==> src/rtl/cordic_vector_if.sv <==
// Sample/result bundle for cordic_vector.
//   in_valid, x_in, y_in       : I/Q sample in, qualified by in_valid
//   mag_out, phase_out         : magnitude and binary-angle phase out
//   out_valid                  : mag_out/phase_out belong to a valid sample
// master drives samples and receives results; slave is the CORDIC side.
interface cordic_vector_if #(
  parameter int unsigned DATA_WIDTH = 8
);
  logic                  in_valid;
  logic [DATA_WIDTH-1:0] x_in;
  logic [DATA_WIDTH-1:0] y_in;
  logic [DATA_WIDTH-1:0] mag_out;
  logic [DATA_WIDTH-1:0] phase_out;
  logic                  out_valid;

  modport master (
    output in_valid, x_in, y_in,
    input  mag_out, phase_out, out_valid
  );

  modport slave (
    input  in_valid, x_in, y_in,
    output mag_out, phase_out, out_valid
  );
endinterface

==> src/rtl/cordic_vector.sv <==
// Pipelined 8-bit vectoring-mode CORDIC: (x, y) -> (magnitude, atan2(y, x)).
// Phase is binary angle, 256 counts per turn (0x40 = pi/2).
//   clk    : rising-edge clock
//   rst_n  : asynchronous active-low reset, clears every register
//   ena    : global clock enable; all stages and the valid chain hold when low
//   bus    : cordic_vector_if slave (in_valid/x_in/y_in in, mag/phase/out_valid out)
// Latency is 8 enabled edges: pre-rotation, 6 iterations, output scaling.
module cordic_vector #(
  parameter int unsigned DATA_WIDTH = 8,
  parameter int unsigned PIPELINE   = 8
) (
  input  logic             clk,
  input  logic             rst_n,
  input  logic             ena,
  cordic_vector_if.slave   bus
);

  // Two guard bits: +128 after negation and the ~1.65 CORDIC gain both fit.
  localparam int unsigned IntW    = DATA_WIDTH + 2;
  localparam int unsigned NumIter = 6;
  localparam int unsigned MulW    = 17;

  // atan(2^-i) in binary angle, rounded.
  function automatic logic [7:0] atan_lut(input int i);
    logic [7:0] a;
    case (i)
      0:       a = 8'h20;
      1:       a = 8'h13;
      2:       a = 8'h0A;
      3:       a = 8'h05;
      4:       a = 8'h03;
      5:       a = 8'h01;
      default: a = 8'h00;
    endcase
    return a;
  endfunction

  logic signed [IntW-1:0] x_q [NumIter+1];
  logic signed [IntW-1:0] x_d [NumIter+1];
  logic signed [IntW-1:0] y_q [NumIter+1];
  logic signed [IntW-1:0] y_d [NumIter+1];
  logic        [7:0]      z_q [NumIter+1];
  logic        [7:0]      z_d [NumIter+1];

  logic [PIPELINE-1:0]    vld_q, vld_d;
  logic [7:0]             mag_q, mag_d;
  logic [7:0]             phase_q, phase_d;

  logic signed [IntW-1:0] x_in_s, y_in_s;
  logic signed [MulW-1:0] x_ext, prod, scaled;

  always_comb begin
    x_d = x_q;
    y_d = y_q;
    z_d = z_q;

    x_in_s = IntW'(signed'(bus.x_in));
    y_in_s = IntW'(signed'(bus.y_in));

    // Pre-rotation folds the left half-plane into the right by +/-90 degrees.
    if (!x_in_s[IntW-1]) begin
      x_d[0] = x_in_s;
      y_d[0] = y_in_s;
      z_d[0] = 8'h00;
    end else if (!y_in_s[IntW-1]) begin
      x_d[0] = y_in_s;
      y_d[0] = -x_in_s;
      z_d[0] = 8'h40;
    end else begin
      x_d[0] = -y_in_s;
      y_d[0] = x_in_s;
      z_d[0] = 8'hC0;
    end

    // Drive y toward zero; z accumulates the angle rotated away.
    for (int i = 0; i < int'(NumIter); i++) begin
      if (!y_q[i][IntW-1]) begin
        x_d[i+1] = x_q[i] + (y_q[i] >>> i);
        y_d[i+1] = y_q[i] - (x_q[i] >>> i);
        z_d[i+1] = z_q[i] + atan_lut(i);
      end else begin
        x_d[i+1] = x_q[i] - (y_q[i] >>> i);
        y_d[i+1] = y_q[i] + (x_q[i] >>> i);
        z_d[i+1] = z_q[i] - atan_lut(i);
      end
    end

    // Gain compensation: x * 77 / 128 ~= x / 1.6464, shift-add only.
    x_ext  = MulW'(x_q[NumIter]);
    prod   = (x_ext <<< 6) + (x_ext <<< 3) + (x_ext <<< 2) + x_ext;
    scaled = prod >>> 7;
    if (scaled < 0) begin
      mag_d = 8'h00;
    end else if (scaled > 255) begin
      mag_d = 8'hFF;
    end else begin
      mag_d = scaled[7:0];
    end
    phase_d = z_q[NumIter];

    vld_d = {vld_q[PIPELINE-2:0], bus.in_valid};
  end

  always_ff @(posedge clk or negedge rst_n) begin
    if (!rst_n) begin
      for (int i = 0; i <= int'(NumIter); i++) begin
        x_q[i] <= '0;
        y_q[i] <= '0;
        z_q[i] <= '0;
      end
      vld_q   <= '0;
      mag_q   <= '0;
      phase_q <= '0;
    end else if (ena) begin
      x_q     <= x_d;
      y_q     <= y_d;
      z_q     <= z_d;
      vld_q   <= vld_d;
      mag_q   <= mag_d;
      phase_q <= phase_d;
    end
  end

  assign bus.mag_out   = mag_q;
  assign bus.phase_out = phase_q;
  assign bus.out_valid = vld_q[PIPELINE-1];

endmodule

==> src/flat_wrapper.sv <==
// flat-port wrapper written by rule: the top's interface ports become plain ports
module cordic_vector_flat 
#(
  parameter int unsigned DATA_WIDTH = 8,
  parameter int unsigned PIPELINE   = 8
)
  (clk, rst_n, ena, bus_in_valid, bus_x_in, bus_y_in, bus_mag_out, bus_phase_out, bus_out_valid);
  cordic_vector_if #(.DATA_WIDTH(DATA_WIDTH)) bus_i ();
  input  logic clk;
  input  logic rst_n;
  input  logic ena;
  input wire logic [$bits(bus_i.in_valid)-1:0] bus_in_valid;
  input wire logic [$bits(bus_i.x_in)-1:0] bus_x_in;
  input wire logic [$bits(bus_i.y_in)-1:0] bus_y_in;
  output wire logic [$bits(bus_i.mag_out)-1:0] bus_mag_out;
  output wire logic [$bits(bus_i.phase_out)-1:0] bus_phase_out;
  output wire logic [$bits(bus_i.out_valid)-1:0] bus_out_valid;
  assign bus_i.in_valid = bus_in_valid;
  assign bus_i.x_in = bus_x_in;
  assign bus_i.y_in = bus_y_in;
  assign bus_mag_out = bus_i.mag_out;
  assign bus_phase_out = bus_i.phase_out;
  assign bus_out_valid = bus_i.out_valid;
  cordic_vector #(.DATA_WIDTH(DATA_WIDTH), .PIPELINE(PIPELINE)) u_core (.clk(clk), .rst_n(rst_n), .ena(ena), .bus(bus_i));
endmodule
==> config.mk <==
export PLATFORM = sky130hd
export DESIGN_NAME = cordic_vector_flat
export DESIGN_NICKNAME = d
export VERILOG_FILES = /design/src/rtl/cordic_vector_if.sv /design/src/rtl/cordic_vector.sv /design/src/flat_wrapper.sv
export SDC_FILE = /design/constraint.sdc
export NUM_CORES = 1
export LEC_CHECK = 0
export ABC_AREA = 1
export BUFFER_PORTS_ARGS = -buffer_cell sky130_fd_sc_hd__buf_2
export CAP_MARGIN = 25
export CORE_MARGIN = 2
export CORE_UTILIZATION = 49
export DETAILED_ROUTE_END_ITERATION = 12
export GPL_TIMING_DRIVEN = 0
export SYNTH_ARGS = -nofsm -noshare
export SYNTH_HDL_FRONTEND = slang
export SYNTH_SLANG_ARGS = --single-unit
==> constraint.sdc <==
create_clock -name clk -period 3.9 [get_ports clk]
set_clock_uncertainty 0.1 [all_clocks]
set_input_delay 0.78 -clock clk [delete_from_list [all_inputs] [get_ports clk]]
set_output_delay 0.78 -clock clk [all_outputs]
set_load 0.005 [all_outputs]
==> results.json <==
{
  "drcViolationCount": 0,
  "path_cells": "inv_1, fa_1, fa_1, inv_1, ha_1, nand2_2, inv_2, a21oi_4, nor2_2, nor2_4, nand2_2, nand2_4, nand2_4, nand2_4, nand2_1, nand2_1, nand2_1",
  "critPathLaunchType": "flop",
  "slew_violations": 0,
  "slew_headroom_pct": 23.9,
  "crit_path_end_kind": "flop",
  "diodes": 0,
  "avgSynthCellArea_sq_um": 7.45,
  "fin_crit_ps": 3290,
  "cts_setup_buffers": 0,
  "area_delta_synth_final_pct": 8.79,
  "first_pass_iters": 5,
  "initial_core_util_pct": 49.4,
  "cp_data_arrival_time_ps": 3530,
  "routed_wl_um": 44200,
  "dp_hpwl_um": 34000,
  "fillers": 3103,
  "finalNetCount": 2344,
  "maxCapViolCount": 0,
  "reg2reg_depth": 17,
  "coreArea_sq_um": 31300,
  "ys_ff_latch": 189,
  "hold_path.class": "input pin to async pin",
  "status": "completed",
  "synth_edf_count": 0,
  "grt_pass1_wl_um": 71100,
  "cts_buffer_depth": 2,
  "io_pins": 37,
  "clock-sinks": 189,
  "r2r_setup_slack_ps": 610,
  "finalWeightedCongestion": 0.922,
  "drtIter0Drc": 856,
  "grt_usage_pct": 27.6,
  "syn_inst": 2075,
  "grt_max_degree": 103,
  "cts-resized-gates": 0,
  "clk_pin_slew_ps": 80,
  "antenna_found_initial": 1,
  "critPathKind": "flop to flop",
  "yosys_warnings": 0,
  "mappedNetlistArea_sq_um": 15500,
  "critPathBufInv": 3,
  "h-tree-depth": 4,
  "yosys.area.top_type": "dfrtp_1",
  "r2r_start": "u_core.x_ext[7]",
  "detail-route-antenna-nets": 0,
  "via_count": 13800,
  "slowest_stage": "fa_1",
  "wl_per_cell_um": 17.3,
  "rsz0062_at_grt": "no",
  "port_buffers": 35,
  "fmax_mhz": 304,
  "grt_pass1_vias": 13500,
  "crit_family": "adder cells",
  "r2r-end": "u_core.bus.mag_out[5]",
  "synth.net_count": 2287,
  "worst_slew_pin_slew_ps": 1140,
  "async_flop_share_pct": 100,
  "cpPeakStageDelay_ps": 520,
  "die_w_um": 182,
  "setup_ws_ps": 609,
  "die_h_um": 182,
  "yosysSeqAreaShare_pct": 30.6,
  "root_buffer": "clkbuf_16",
  "place_ws_ps": 641,
  "synth_top_cell_area_share_pct": 30.6,
  "via_per_inst": 5.43,
  "final_layout_size_suffix_gt1_share_pct": 6.99,
  "cts_tree": "yes",
  "die_area_sq_um": 33000,
  "setup_viol": 0,
  "required_ps": 4140,
  "ctsHoldBuffers": 0,
  "synthTopCellsByArea": "dfrtp_1 (31%), nand2_1 (13%), ha_1 (13%)",
  "rows": 65,
  "clk_latency_ps": 450,
  "period_share_pct": 84.4,
  "yosysUniqueCellTypes": 54,
  "cts_made_buffers": 17,
  "worst-path-max-fanout": 5,
  "synth_ff_type": "dfrtp_1",
  "grt-ovfl-total": 0,
  "hold_violations": 0
}
==> state kept, by name, summed over array words and instances (netlist names) <==
name and flops:
u_core.x_q 60, u_core.phase_d 8, u_core.y_q 54, u_core.bus.mag_out 8, u_core.x_ext 10, u_core.z_q 33
u_core.bus.phase_out 8, u_core.vld_q 8
==> layout make-up <==
cell class	instances	area, sq um	area share (%)
Inverter	253	950	5.65
Timing Repair Buffer	38	243	1.44
Multi-Input combinational cell	1574	9520	56.6
Clock inverter	14	184	1.09
Sequential cell	189	4730	28.1
Buffer	59	267	1.58
Clock buffer	18	429	2.55
Tap cell	402	503	2.99
==> layout by cell type (no fill, tap or decap), drive strengths merged, types with 2 or more instances in the layout <==
master,count
nor4,3
or2,21
ha,161
nand4,23
o31a,2
nor3,33
inv,255
nand3b,2
nor2,112
o22ai,10
xor2,74
a31oi,9
clkinvlp,3
o21bai,8
bufinv,3
o211ai,15
nand3,119
a21o,5
fa,31
clkbuf,46
xnor2,29
o221ai,14
buf,69
o21a,9
o21ai,185
o31ai,3
nand2,563
a21oi,136
dfrtp,189
clkinv,6
==> how the worst max path moves through the flow <==
stage,slack [ps],start,endpoint,depth (start not counted)
CTS,600,u_core.x_ext[7],u_core.bus.mag_out[5],17
finish,610,u_core.x_ext[7],u_core.bus.mag_out[5],17
global route,410,u_core.x_ext[8],u_core.bus.mag_out[5],17
detailed placement,640,u_core.x_ext[6],u_core.bus.mag_out[5],17
global placement,-1250,rst_n,u_core.y_q[38],1
floorplan,950,u_core.x_ext[8],u_core.bus.mag_out[0],17
==> worst register-to-register path, stage by stage, from the launching register on <==
cell and delay, ps:
dfrtp_1 420, inv_1 210, fa_1 490, fa_1 520, inv_1 40, ha_1 370, nand2_2 110, inv_2 60
a21oi_4 180, nor2_2 70, nor2_4 120, nand2_2 80, nand2_4 80, nand2_4 70, nand2_4 80, nand2_1 60
nand2_1 70, nand2_1 50
==> per-stage QoR <==
step	std cells	cell area, sq um	hold slack (ps)	setup TNS [ps]	utilization, %
floorplan	2075	15500	342	0	-
global placement	2512	16100	351	-232800	51.5
detailed placement	2515	16200	353	0	51.8
CTS	2547	16800	232	0	53.7
global route	2547	16800	263	0	53.7
finish	2547	16800	187	0	53.7
==> kinds of logic (layout without fill, tap and decap cells) <==
family / Yosys count / count (layout) / synth area share, %
AO/OA/AOI/OAI: 402 / 402 / 14.6
XOR/XNOR: 103 / 103 / 5.83
adder cells (fa/ha/maj): 192 / 192 / 17.0
buffers and inverters: 312 / 382 / 7.87
flip-flops: 189 / 189 / 30.6
AND/OR/NAND/NOR: 877 / 877 / 24.0
==> metal layers <==
metal / global-route usage (%) / up-vias / share of wire, %
li1: - / 6935 / -
met4: 9.20 / 0 / 2.9
met3: 3.01 / 59 / 3.0
met5: 0 / - / 0
met1: 37.4 / 6579 / 47
met2: 46.4 / 255 / 47
==> cell usage after synthesis, types with 3 or more instances <==
cell      number
ha_1         161
nand2_1      554
buf_2         23
or2_2         16
buf_4          4
nand2_2        6
nor2_1       109
clkbuf_1      27
o21ai_0      166
a31oi_1        9
xnor2_1       29
a21o_1         5
nor3_2         5
o221ai_1      14
or2_1          3
inv_1        241
o21ai_1       18
nor3_1        28
fa_1          31
dfrtp_1      189
clkinv_1       3
o21a_1         9
nand4_1       23
nand3_1      117
a21oi_1      132
xor2_1        74
o31ai_1        3
o21bai_1       6
inv_2          9
buf_1          4
o211ai_1      15
nand2_4        3
o22ai_1       10
Power is not shown: default switching activity piles up to over one toggle a cycle in this logic, so the estimate is an artifact.
